$ cat src/rtl/action_select_step.sv
// action_select_step: reads the four Q-values of a state, picks an action, and computes next state and reward.
// Optional feature macro EPSILON_GREEDY_EN: LFSR-driven epsilon-greedy exploration (pure greedy when undefined).
module action_select_step #(
    parameter int GRID_WIDTH = 3,
    parameter int Q_WIDTH = 16,
    parameter int GOAL_STATE = 63,
    parameter int REWARD_GOAL = 100,
    parameter int REWARD_WALL = -10,
    parameter int REWARD_STEP = -1,
    parameter int EPSILON = 26,
    parameter logic [7:0] LFSR_SEED = 8'hA5,
    localparam int STATE_WIDTH = 2 * GRID_WIDTH
) (
    input  logic                     clk,
    input  logic                     rst_n,
    input  logic                     i_valid,
    input  logic [STATE_WIDTH-1:0]   i_state,
    output logic [STATE_WIDTH+1:0]   o_q_addr,
    output logic                     o_q_rd,
    input  logic [Q_WIDTH-1:0]       i_q_data,
    output logic [1:0]               o_action,
    output logic [STATE_WIDTH-1:0]   o_next_state,
    output logic [Q_WIDTH-1:0]       o_reward,
    output logic                     o_goal,
    output logic                     o_busy,
    output logic                     o_valid
);
    typedef enum logic [1:0] {IDLE, READ, DRAIN, DECIDE} fsm_e;
    localparam logic [GRID_WIDTH-1:0] EDGE_MAX = '1;

    fsm_e                   fsm_q, fsm_d;
    logic [1:0]             k_q, k_d;
    logic [STATE_WIDTH-1:0] state_q, state_d;
    logic [Q_WIDTH-1:0]     best_q, best_d;
    logic [1:0]             best_idx_q, best_idx_d;
    logic [STATE_WIDTH+1:0] q_addr_q, q_addr_d;
    logic                   q_rd_q, q_rd_d;
    logic [1:0]             action_q, action_d;
    logic [STATE_WIDTH-1:0] next_state_q, next_state_d;
    logic [Q_WIDTH-1:0]     reward_q, reward_d;
    logic                   goal_q, goal_d;
    logic                   busy_q, busy_d;
    logic                   valid_q, valid_d;
    logic                   explore;
    logic [1:0]             rand_act;
    logic [1:0]             act, data_idx;
    logic                   sample, wall;
    logic [GRID_WIDTH-1:0]  row, col, nrow, ncol;
    logic [STATE_WIDTH-1:0] nxt;

`ifdef EPSILON_GREEDY_EN
    logic [7:0] lfsr_q, lfsr_d;
    assign lfsr_d   = {1'b0, lfsr_q[7:1]} ^ (lfsr_q[0] ? 8'hB8 : 8'h00);
    assign explore  = {1'b0, lfsr_q} < 9'(EPSILON);
    assign rand_act = lfsr_q[1:0];
    always_ff @(posedge clk or negedge rst_n) begin
        if (!rst_n) lfsr_q <= LFSR_SEED;
        else        lfsr_q <= lfsr_d;
    end
`else
    // exploration compiled out; the config terms fold to zero and only keep the parameters referenced
    assign explore  = 1'b0 & (EPSILON != 0) & (LFSR_SEED != 8'd0);
    assign rand_act = 2'd0;
`endif

    always_comb begin
        row  = state_q[STATE_WIDTH-1:GRID_WIDTH];
        col  = state_q[GRID_WIDTH-1:0];
        act  = explore ? rand_act : best_idx_q;
        wall = act == 2'd0 ? row == '0 : act == 2'd1 ? row == EDGE_MAX : act == 2'd2 ? col == '0 : col == EDGE_MAX;
        nrow = act == 2'd0 ? row - 1'b1 : act == 2'd1 ? row + 1'b1 : row;
        ncol = act == 2'd2 ? col - 1'b1 : act == 2'd3 ? col + 1'b1 : col;
        nxt  = wall ? state_q : {nrow, ncol};
        // read data lags the address by one cycle, so DRAIN carries action 3
        sample   = (fsm_q == READ && k_q != 2'd0) || fsm_q == DRAIN;
        data_idx = fsm_q == DRAIN ? 2'd3 : k_q - 2'd1;
        fsm_d        = fsm_q;
        k_d          = k_q;
        state_d      = state_q;
        best_d       = best_q;
        best_idx_d   = best_idx_q;
        q_addr_d     = q_addr_q;
        q_rd_d       = 1'b0;
        action_d     = action_q;
        next_state_d = next_state_q;
        reward_d     = reward_q;
        goal_d       = goal_q;
        busy_d       = busy_q && !valid_q;
        valid_d      = 1'b0;
        if (sample && (data_idx == 2'd0 || $signed(i_q_data) > $signed(best_q))) begin
            best_d     = i_q_data;
            best_idx_d = data_idx;
        end
        case (fsm_q)
            IDLE: if (i_valid) begin
                fsm_d      = READ;
                k_d        = 2'd0;
                state_d    = i_state;
                q_addr_d   = {i_state, 2'd0};
                q_rd_d     = 1'b1;
                best_d     = '0;
                best_idx_d = 2'd0;
                busy_d     = 1'b1;
            end
            READ: begin
                k_d = k_q + 2'd1;
                if (k_q == 2'd3) fsm_d = DRAIN;
                else begin
                    q_rd_d   = 1'b1;
                    q_addr_d = {state_q, k_q + 2'd1};
                end
            end
            DRAIN: fsm_d = DECIDE;
            DECIDE: begin
                fsm_d        = IDLE;
                action_d     = act;
                next_state_d = nxt;
                reward_d     = wall ? Q_WIDTH'(REWARD_WALL) : nxt == STATE_WIDTH'(GOAL_STATE) ? Q_WIDTH'(REWARD_GOAL) : Q_WIDTH'(REWARD_STEP);
                goal_d       = nxt == STATE_WIDTH'(GOAL_STATE);
                valid_d      = 1'b1;
            end
            default: fsm_d = IDLE;
        endcase
    end

    always_ff @(posedge clk or negedge rst_n) begin
        if (!rst_n) begin
            fsm_q        <= IDLE;
            k_q          <= '0;
            state_q      <= '0;
            best_q       <= '0;
            best_idx_q   <= '0;
            q_addr_q     <= '0;
            q_rd_q       <= 1'b0;
            action_q     <= '0;
            next_state_q <= '0;
            reward_q     <= '0;
            goal_q       <= 1'b0;
            busy_q       <= 1'b0;
            valid_q      <= 1'b0;
        end else begin
            fsm_q        <= fsm_d;
            k_q          <= k_d;
            state_q      <= state_d;
            best_q       <= best_d;
            best_idx_q   <= best_idx_d;
            q_addr_q     <= q_addr_d;
            q_rd_q       <= q_rd_d;
            action_q     <= action_d;
            next_state_q <= next_state_d;
            reward_q     <= reward_d;
            goal_q       <= goal_d;
            busy_q       <= busy_d;
            valid_q      <= valid_d;
        end
    end

    assign o_q_addr     = q_addr_q;
    assign o_q_rd       = q_rd_q;
    assign o_action     = action_q;
    assign o_next_state = next_state_q;
    assign o_reward     = reward_q;
    assign o_goal       = goal_q;
    assign o_busy       = busy_q;
    assign o_valid      = valid_q;
endmodule

$ cat config.mk
export PLATFORM = sky130hd
export DESIGN_NAME = action_select_step
export DESIGN_NICKNAME = d
export VERILOG_FILES = /design/src/rtl/action_select_step.sv
export SDC_FILE = /design/constraint.sdc
export NUM_CORES = 1
export LEC_CHECK = 0
export ABC_AREA = 1
export CORE_ASPECT_RATIO = 0.9
export CORE_MARGIN = 5
export CORE_UTILIZATION = 58
export CTS_BUF_LIST = sky130_fd_sc_hd__clkbuf_8
export DETAILED_ROUTE_END_ITERATION = 10
export PLACE_DENSITY_LB_ADDON = 0.25
export SLEW_MARGIN = 5
export SYNTH_ARGS = -nofsm -noshare
export SYNTH_HDL_FRONTEND = slang
export SYNTH_SLANG_ARGS = --single-unit
$ cat constraint.sdc
create_clock -name clk -period 4.15 [get_ports clk]
set_input_delay 0.83 -clock clk [delete_from_list [all_inputs] [get_ports clk]]
set_output_delay 0.83 -clock clk [all_outputs]
set_load 0.05 [all_outputs]
==> flow_summary.yaml, run 1 <==
run_status:
  status: "finished clean"
pwr:
  power_density_nw_per_um2: 886
  seq_power_share_pct: 27.1
  ir_worst_vdd_mv: 0.635
  intPower_w: 0.00163
  power.clock.fraction_pct: 9.0
  total_power_w: 0.00340
  switching_share_pct: 51.9
  power.switching_w: 0.00176
  p_leak_nw: 2.00
  p_comb_share_pct: 63.9
synth:
  yosysSeqAreaShare_pct: 40.1
  ys_ff_latch: 51
  syn_nets: 468
  synth_area_um2: 3180
  avgSynthCellArea_um2: 7.71
  yosysWarnings: 0
  synth_top_family_by_area: "simple AND/OR/NAND/NOR gates"
  synth-xor-area-share_pct: 0.550
  synthFlopType: "dfrtp_1"
  synth.mux.area_fraction_pct: 0.354
  syn_inst: 413
  synthDistinctLibCells: 32
  synth_async_sr_flop_share_pct: 100
  synth_compound_area_share_pct: 11.6
  synth-adder-area-share_pct: 11.8
  synthSimpleGateAreaFrac_pct: 23.0
  synth_edf_count: 0
timing:
  slew-limit-headroom_pct: 57.2
  layout_setup_ws_ns: 1.28
  max_freq_mhz: 348
  min_period_ns: 2.87
  holdWs_ns: 0.475
  setup_viol: 0
  period_share_pct: 69.2
  finClkSkew_ns: 0.00490
  finalHoldViolCount: 0
  worstMarginPinSlew_ns: 0.641
  rsz0062_at_grt: "no"
  setup_tns_ns: 0
  drv_slew: 0
floorplan:
  pin_count: 61
  core_area_um2: 5290
  die_y_um: 80.3
  die_w_um: 88.1
  placementRows: 25
  die-area_um2: 7070
  initial_core_util_pct: 60.2
drt:
  dr_total_vias: 2740
  routed_wl_um: 6620
  drt_iter0_markers: 117
  drc: 0
  drt-wirelength-per-cell_um: 12.6
  ant_nets: 0
  dr.pass1.iters: 4
  avgViaCountPerCell: 5.21
global_route:
  grt_overflow: 0
  grtUsageMet2_pct: 33.4
  grt_use_met1_pct: 26.6
  grt_first_pass_wirelength_um: 11300
  use_met3_pct: 3.79
  grt_max_degree: 52
  grt_usage_pct: 20.0
  grt_pass1_vias: 2512
  antenna_found_initial: 0
  grt-busiest-layer: "met2"
clock_network:
  cts.root.buffer_cell: "clkbuf_8"
  postCtsResizedCells: 0
  clkTransAtPathRegs_ns: 0.09
  cts_num_sinks: 51
  htreeDepth: 2
  cts_buffer_depth: 2
  clk_latency_ns: 0.30
  cts_tree: "yes"
  cts_setup_buffers: 0
  cts_buffers: 5
  cts_hold_buf: 0
critical_path:
  r2r_end: "act[0]$_DFF_PN0_"
  path_buf_inv: 3
  cp_common_cell: "nand2_1"
  r2r_setup_slack_ns: 1.89
  critPathMaxStageDelay_ns: 0.45
  critPathKind: "primary input to flop"
  critPathArrivalTime_ns: 3.06
  reg2reg_depth: 16
  crit_path_top_delay_cell: "clkdlybuf4s50_1"
  crit_family: "simple AND/OR/NAND/NOR gates"
  end_kind: "flop"
  path_cells: "clkdlybuf4s50_1 -> ha_1 -> nand2_1 -> inv_1 -> nand2_1 -> nand2_1 -> nand2_1 -> nand2_1 -> nor2_1 -> a21oi_1 -> nand2_1 -> nand2_1 -> buf_4 -> nand3_1 -> nand2_1 -> nor2_1"
  r2r_start: "best_q[11]$_DFF_PN0_"
  crit_required_ns: 4.34
  start_kind: "primary input"
  cp_max_fo: 32
layout:
  nets: 513
  area_delta_synth_final_pct: 20.4
  antenna_cells: 0
  final_layout_size_suffix_gt1_share_pct: 6.75
job:
  cap_violations: 0
place:
  routabilityCongestion: 0.822
  port_buffers: 60
  place_hpwl_um: 5020
  place_ws_ns: 1.01
min_path:
  hold_class: "flop to flop"
  holdPathStages: 1
  hold_end: "o_busy$_DFF_PN0_"
  worstHoldStart: "o_valid$_DFF_PN0_"
layer usage:
metal	share of wire [%]	routed length, µm
met1	44	2940
met2	48	3150
met3	6.8	449
met4	1.1	74
met5	0	0
worst reg2reg max path, stage by stage, from the launching register on:
cell and delay (ns):
dfrtp_1 0.35, inv_1 0.06, ha_1 0.31, nand2_1 0.07, inv_1 0.07, nand2_1 0.07
nand2_1 0.10, nand2_1 0.06, nand2_1 0.08, nor2_1 0.04, a21oi_1 0.15, nand2_1 0.06
nand2_1 0.13, buf_4 0.33, nand3_1 0.13, nand2_1 0.09, nor2_1 0.04
layout make-up:
cell class,count,area (µm²)
Multi-Input combinational cell,273,1510
Clock buffer,7,96.3
Sequential cell,51,1280
Timing Repair Buffer,64,626
Tap cell,67,83.8
Inverter,63,236
Clock inverter,1,3.75
Fill cell,420,1450
power by group through the flow:
stage | Clock, W | Sequential (W) | Combinational (W)
floorplan | 0 | 0.00123 | 0.00134
global placement | 0 | 0.000920 | 0.00209
detailed placement | 0 | 0.000930 | 0.00217
CTS | 0.000311 | 0.000922 | 0.00218
global route | 0.000338 | 0.000960 | 0.00239
finish | 0.000304 | 0.000922 | 0.00217
logic make-up after synthesis:
family                   count (synthesis)
XOR/XNOR                                 2
buffers and inverters                   89
flip-flops                              51
adder cells (fa/ha/maj)                 30
AND/OR/NAND/NOR                        171
multiplexers                             1
AO/OA/AOI/OAI                           69
Yosys cell counts (4+ instances only):
cell     number  area share (%)
nand2_2       4            0.79
ha_1         30              12
nand3_1      25             3.9
inv_2         4            0.47
buf_2         8             1.3
o21ai_0      28             4.4
inv_1        58             6.8
a31oi_1       6             1.2
a21oi_1      27             4.2
buf_4        13             3.1
dfrtp_1      51              40
nand2_1      84             9.9
nor2_1       49             5.8
worst max-delay path by stage:
stage | start | endpoint | cells past startpoint
6_report | i_q_data[11] | act[0]$_DFF_PN0_ | 16
4_1_cts | i_q_data[11] | act[0]$_DFF_PN0_ | 16
3_5_place_dp | i_q_data[11] | best_q[1]$_DFF_PN0_ | 16
5_1_grt | i_q_data[11] | act[0]$_DFF_PN0_ | 16
3_3_place_gp | i_q_data[11] | act[1]$_DFF_PN0_ | 14
2_1_floorplan | i_q_data[5] | best_q[13]$_DFF_PN0_ | 14
placed cells by master, fill, tap and decap left out, drive strengths merged:
master / instances
nand2: 88
a21oi: 27
a21o: 1
o31ai: 2
o211ai: 1
nand4: 1
clkinv: 1
buf: 5
dfrtp: 51
a31oi: 6
or2: 2
nor2: 50
inv: 63
xor2: 2
nand3: 27
o21bai: 1
nor3: 2
clkbuf: 7
o21ai: 31
ha: 30
clkdlybuf4s50: 59
nor3b: 1
mux2: 1
sequential cells by signal, summed over array words and instances, names as in the netlist, 3 cells and up:
register,cells
best_q,16
o_q_addr,8
o_next_state,6
state_q,6
o_reward,3
stage by stage:
| stage | instances | utilization, % | instance area, µm² |
|---|---|---|---|
| after floorplan | 413 | - | 3180 |
| after global placement | 518 | 70.6 | 3730 |
| after detailed placement | 518 | 70.6 | 3730 |
| after CTS | 526 | 72.5 | 3830 |
| after global routing | 526 | 72.5 | 3830 |
| final | 526 | 72.5 | 3830 |
(Power assumes the default switching activity.)
==> run 2: changes to the inputs <==
--- a/config.mk
+++ b/config.mk
@@ -8,7 +8,7 @@
 export ABC_AREA = 1
 export CORE_ASPECT_RATIO = 0.9
 export CORE_MARGIN = 5
-export CORE_UTILIZATION = 58
+export CORE_UTILIZATION = 54
 export CTS_BUF_LIST = sky130_fd_sc_hd__clkbuf_8
 export DETAILED_ROUTE_END_ITERATION = 10
 export PLACE_DENSITY_LB_ADDON = 0.25
==> constraint.sdc (replaced) <==
create_clock -name clk -period 2.8 [get_ports clk]
set_input_delay 0.56 -clock clk [delete_from_list [all_inputs] [get_ports clk]]
set_output_delay 0.56 -clock clk [all_outputs]
set_load 0.05 [all_outputs]
==> run 2 against run 1 <==
Utilization is 5.2 points lower. Routed wire length is 5.0% lower. Cell count is 0.95% higher. Sequential share of layout area stayed put. Setup slack worse by 0.79 ns. Largest cell class unchanged. Design area stayed put. Power is 46% higher. Clock-buffer cell count is 2 lower. Global-route usage is 3.0 points lower.
==> flow_summary.yaml, run 2 (synthesis results as in run 1) <==
critical_path:
  r2r_end: "o_q_addr[2]$_DFFE_PN0P_"
  r2r_start: "fsm_q[1]$_DFFE_PN0P_"
  path_buf_inv: 3
  cp_common_cell: "nand2_1"
  critPathKind: "primary input to flop"
  r2r_setup_slack_ns: 0.74
  end_kind: "flop"
  crit_start: "i_q_data[11]"
  cp_max_fo: 20
  worst-path-stages: 14
  crit_path_top_delay_cell: "clkdlybuf4s50_1"
  start_kind: "primary input"
  reg2reg_depth: 8
  critPathMaxStageDelay_ns: 0.43
  crit_required_ns: 3.00
  path_cells: "clkdlybuf4s50_1 -> ha_1 -> nand2_1 -> inv_1 -> nand3_1 -> nor2_1 -> nand2_1 -> a21oi_1 -> nand2_1 -> nand2_1 -> buf_4 -> nand3_1 -> nand2_1 -> nor2_1"
  crit_path_end: "best_q[7]$_DFF_PN0_"
  critPathArrivalTime_ns: 2.51
  crit_family: "simple AND/OR/NAND/NOR gates"
timing:
  slew-limit-headroom_pct: 57.6
  min_period_ns: 2.31
  layout_setup_ws_ns: 0.495
  drv_slew: 0
  finClkSkew_ns: 0.0105
  setup_viol: 0
  period_share_pct: 82.3
  max_freq_mhz: 434
  rsz0062_at_grt: "no"
  finalHoldViolCount: 0
  setup_tns_ns: 0
  worstMarginPinSlew_ns: 0.635
layout:
  nets: 515
  utilization_pct: 67.3
  final_layout_size_suffix_gt1_share_pct: 6.94
  largest_reg_flops: 16
  antenna_cells: 0
  largest_register: "best_q"
  most-common-layout-cells: "nand2_1 (84), inv_1 (60), clkdlybuf4s50_1 (59), dfrtp_1 (51), nor2_1 (49)"
  layout_commonest_cell: "nand2_1"
  area_delta_synth_final_pct: 20.4
drt:
  drt_iter0_markers: 118
  drt-wirelength-per-cell_um: 11.8
  ant_nets: 0
  avgViaCountPerCell: 5.02
  routed_wl_um: 6290
  dr_total_vias: 2665
  drc: 0
  dr.pass1.iters: 4
min_path:
  hold_class: "primary input to async pin"
pwr:
  p_comb_share_pct: 64.7
  power.switching_w: 0.00259
  p_leak_nw: 2.00
  ir_worst_vdd_mv: 0.884
  power_density_nw_per_um2: 1300
  switching_share_pct: 52.1
  seq_power_share_pct: 27.3
  intPower_w: 0.00238
  power.clock.fraction_pct: 8.0
clock_network:
  clk_latency_ns: 0.30
  htreeDepth: 2
  cts_buffer_depth: 2
  cts_setup_buffers: 0
  cts_hold_buf: 0
  clkTransAtPathRegs_ns: 0.09
  postCtsResizedCells: 0
  cts_tree: "yes"
  cts.root.buffer_cell: "clkbuf_8"
  cts_buffers: 5
  cts_num_sinks: 51
global_route:
  grt_first_pass_wirelength_um: 11000
  grt_usage_pct: 17.1
  grt_overflow: 0
  grt_max_degree: 37
  antenna_found_initial: 0
  grt_pass1_vias: 2519
job:
  cap_violations: 0
floorplan:
  placementRows: 26
  die_y_um: 82.8
  die-area_um2: 7530
  pin_count: 61
  initial_core_util_pct: 55.9
  die_w_um: 90.9
  core_area_um2: 5690
place:
  port_buffers: 60
  place_hpwl_um: 4860
  place_ws_ns: 0.189
  routabilityCongestion: 0.855
run_status:
  status: "finished clean"
run 2: metal layers:
metal,routed length (µm),GRT usage [%],share of wire [%],vias up
met5,0,0,0,-
met1,3030,23.4,48,1204
met4,72,4.67,1.1,0
li1,-,-,-,1390
met2,2780,26.7,44,64
met3,412,4.43,6.6,7
run 2: worst min path at each step:
stage | from | endpoint | slack, ns | cells past startpoint
6_report | rst_n | act[1]$_DFF_PN0_ | 0.27 | 1
4_1_cts | rst_n | o_q_addr[7]$_DFFE_PN0P_ | 0.29 | 1
3_5_place_dp | o_valid$_DFF_PN0_ | o_busy$_DFF_PN0_ | 0.45 | 1
5_1_grt | rst_n | best_q[15]$_DFF_PN0_ | 0.32 | 1
3_3_place_gp | o_valid$_DFF_PN0_ | o_busy$_DFF_PN0_ | 0.45 | 1
2_1_floorplan | rst_n | act[0]$_DFF_PN0_ | 0.26 | 0
run 2: metrics by stage:
step	hold slack, ns	instances	instance area [µm²]	power [W]
floorplan	0.264	413	3180	0.00380
CTS	0.289	531	3830	0.00500
detailed placement	0.454	523	3750	0.00459
finish	0.273	531	3830	0.00497
global route	0.323	531	3830	0.00545
global placement	0.445	523	3750	0.00450
run 2: power by group through the flow:
| stage | sequential, W | combinational [W] | clock (W) |
|---|---|---|---|
| after CTS | 0.00136 | 0.00323 | 0.000413 |
| after floorplan | 0.00182 | 0.00198 | 0 |
| final | 0.00136 | 0.00321 | 0.000399 |
| after global routing | 0.00141 | 0.00360 | 0.000435 |
| after global placement | 0.00136 | 0.00313 | 0 |
| after detailed placement | 0.00137 | 0.00322 | 0 |
run 2: layout make-up:
class | count | area, µm²
Tap cell | 70 | 87.6
Clock buffer | 5 | 68.8
Inverter | 63 | 236
Sequential cell | 51 | 1280
Fill cell | 483 | 1860
Clock inverter | 3 | 12.5
Timing Repair Buffer | 66 | 641
Multi-Input combinational cell | 273 | 1510
run 2: worst register-to-register path: stages, from the launching register on:
cell and delay [ns]:
dfrtp_1 0.41, inv_1 0.10, ha_1 0.41, inv_2 0.19, o21ai_0 0.29, nand2_1 0.17, inv_2 0.20, nor2_1 0.06
a31oi_1 0.15
==> run 3: changes to the inputs <==
--- a/config.mk
+++ b/config.mk
@@ -8,7 +8,7 @@
 export ABC_AREA = 1
 export CORE_ASPECT_RATIO = 0.9
 export CORE_MARGIN = 5
-export CORE_UTILIZATION = 54
+export CORE_UTILIZATION = 49
 export CTS_BUF_LIST = sky130_fd_sc_hd__clkbuf_8
 export DETAILED_ROUTE_END_ITERATION = 10
 export PLACE_DENSITY_LB_ADDON = 0.25
==> constraint.sdc (replaced) <==
create_clock -name clk -period 2 [get_ports clk]
set_input_delay 0.4 -clock clk [delete_from_list [all_inputs] [get_ports clk]]
set_output_delay 0.4 -clock clk [all_outputs]
set_load 0.05 [all_outputs]
==> run 3 against run 2 <==
Non-clock buffer count up 20. Design area rose by 11%. First-iteration DRC count is 8.5% higher. Global-route usage grew 1.7 points. Clock power increased by 36%. Sequential share of layout area shrank 3.2 points. Power grew 59%. Setup slack got worse by 0.45 ns. Routed wire length up 17%. Sequential cell count unchanged. Clock-buffer cell count is the same. Critical path type is now flop to flop. Highest routed layer unchanged.
==> flow_summary.yaml, run 3 (synthesis results as in run 1) <==
run_status:
  status: "finished clean"
global_route:
  grt_usage_pct: 18.7
  grt_pass1_vias: 2718
  grt_max_degree: 52
  antenna_found_initial: 0
  grt_overflow: 0
  grt_first_pass_wirelength_um: 12300
clock_network:
  htreeDepth: 2
  cts_num_sinks: 51
  cts_buffers: 5
  clk_latency_ns: 0.30
  clkTransAtPathRegs_ns: 0.09
  cts_tree: "yes"
  cts_buffer_depth: 2
  cts.root.buffer_cell: "clkbuf_8"
layout:
  final_layout_size_suffix_gt1_share_pct: 22.3
  largest_register: "best_q"
  layout_commonest_cell: "nand2_1"
  fill_cells: 537
  final_area_um2: 4240
  antenna_cells: 0
  most-common-layout-cells: "nand2_1 (77), inv_1 (51), dfrtp_1 (50), nor2_1 (46), clkdlybuf4s50_1 (31)"
  area_delta_synth_final_pct: 33.3
  nets: 535
  largest_reg_flops: 16
  fin_cells: 566
floorplan:
  placementRows: 27
  initial_core_util_pct: 51.2
  die_y_um: 86.5
  core_area_um2: 6220
  die_w_um: 95.0
  pin_count: 61
  die-area_um2: 8210
min_path:
  hold_class: "primary input to async pin"
place:
  dpl_cell_area_um2: 3830
  routabilityCongestion: 0.826
  dp.cells: 549
  port_buffers: 60
  place_hpwl_um: 5020
critical_path:
  cp_max_fo: 7
  crit_required_ns: 2.21
  critPathMaxStageDelay_ns: 0.40
  path_cells: "inv_2 -> ha_1 -> nand4_1 -> inv_1 -> nand2_1 -> nand2_2 -> nor2_4 -> a21oi_2 -> nand2_2 -> nand2_4 -> buf_6 -> nand3_2 -> nand2_1 -> nor2_1"
  critPathArrivalTime_ns: 2.16
  start_kind: "flop"
  crit_path_top_delay_cell: "dfrtp_1"
  critPathKind: "flop to flop"
  end_kind: "flop"
timing:
  min_period_ns: 1.95
  max_freq_mhz: 512
  setup_viol: 0
  worstMarginPinSlew_ns: 0.522
  finalHoldViolCount: 0
  period_share_pct: 97.7
  slew-limit-headroom_pct: 65.1
  rsz0062_at_grt: "yes"
  finClkSkew_ns: 0.0130
  holdWs_ns: 0.0746
  drv_slew: 0
drt:
  avgViaCountPerCell: 4.93
  ant_nets: 0
  drt-wirelength-per-cell_um: 13.0
  drt_iter0_markers: 128
  dr_total_vias: 2792
  routed_wl_um: 7340
  drc: 0
  dr.pass1.iters: 4
pwr:
  power_density_nw_per_um2: 1860
  p_leak_nw: 2.18
  ir_worst_vdd_mv: 1.07
job:
  cap_violations: 0
run 3: changes by cell type in the layout (fill, tap and decap cells not counted), sizes merged:
cell	change
buf	+32
clkinv	-1
dlymetal6s2s	+5
clkdlybuf4s50	-28
dlygate4sd2	+11
inv	-1
run 3: worst max-delay path: cells and delay by family (launching register included):
kind | cells | cell delay, ns
AND/OR/NAND/NOR | 9 | 0.75
flip-flops | 1 | 0.40
buffers and inverters | 3 | 0.28
adder cells (fa/ha/maj) | 1 | 0.28
AO/OA/AOI/OAI | 1 | 0.15
run 3: stage by stage:
step                      util, %  power (W)  setup TNS [ns]  worst slack [ns]
after detailed placement     61.7    0.00662           -6.96            -0.409
after global routing         68.2    0.00861           -1.55            -0.103
final                        68.2    0.00789               0            0.0459
after global placement       61.7    0.00648           -5.62            -0.322
after CTS                    64.3    0.00746               0           0.00295
after floorplan                 -    0.00532               0             0.165
run 3: per-layer routing:
metal	vias up	track usage, %	share of wire [%]
met5	-	0	0
met4	0	5.90	1.5
met3	9	3.65	5.0
met2	68	29.1	46
met1	1283	26.5	48
li1	1432	-	-
run 3: what timing repair did:
item	CTS	global route
hold buffers	0	0
setup endpoints to repair	18	21
pin swaps	18	22
resized for setup	33	48
buffers inserted	1	7
gates cloned	3	0
run 3: area by class of cell:
class / count / area (µm²) / area share (%)
inverter: 63 / 236 / 5.58
sequential: 51 / 1280 / 30.1
clock inverter: 1 / 3.75 / 0.0885
tap: 87 / 109 / 2.57
multi-input combinational: 273 / 1730 / 40.8
timing repair buffer: 86 / 815 / 19.2
clock buffer: 5 / 68.8 / 1.62
run 3: final timing paths:
path	slack (ns)	from	to	depth (start not counted)
setup reg to reg	0.05	best_q[12]$_DFF_PN0_	best_q[5]$_DFF_PN0_	14
hold reg to reg	0.44	o_valid$_DFF_PN0_	o_busy$_DFF_PN0_	1
hold / removal	0.07	rst_n	best_q[3]$_DFF_PN0_	2
max in group asynchronous	1.68	rst_n	state_q[0]$_DFFE_PN0P_	2
min in group clk	0.44	o_valid$_DFF_PN0_	o_busy$_DFF_PN0_	1
setup / recovery	0.05	best_q[12]$_DFF_PN0_	best_q[5]$_DFF_PN0_	14
run 3: report_power, final:
part | switching [W] | internal (W)
Sequential | 0.000384 | 0.00154
Clock | 0.000313 | 0.000229
Combinational | 0.00334 | 0.00208
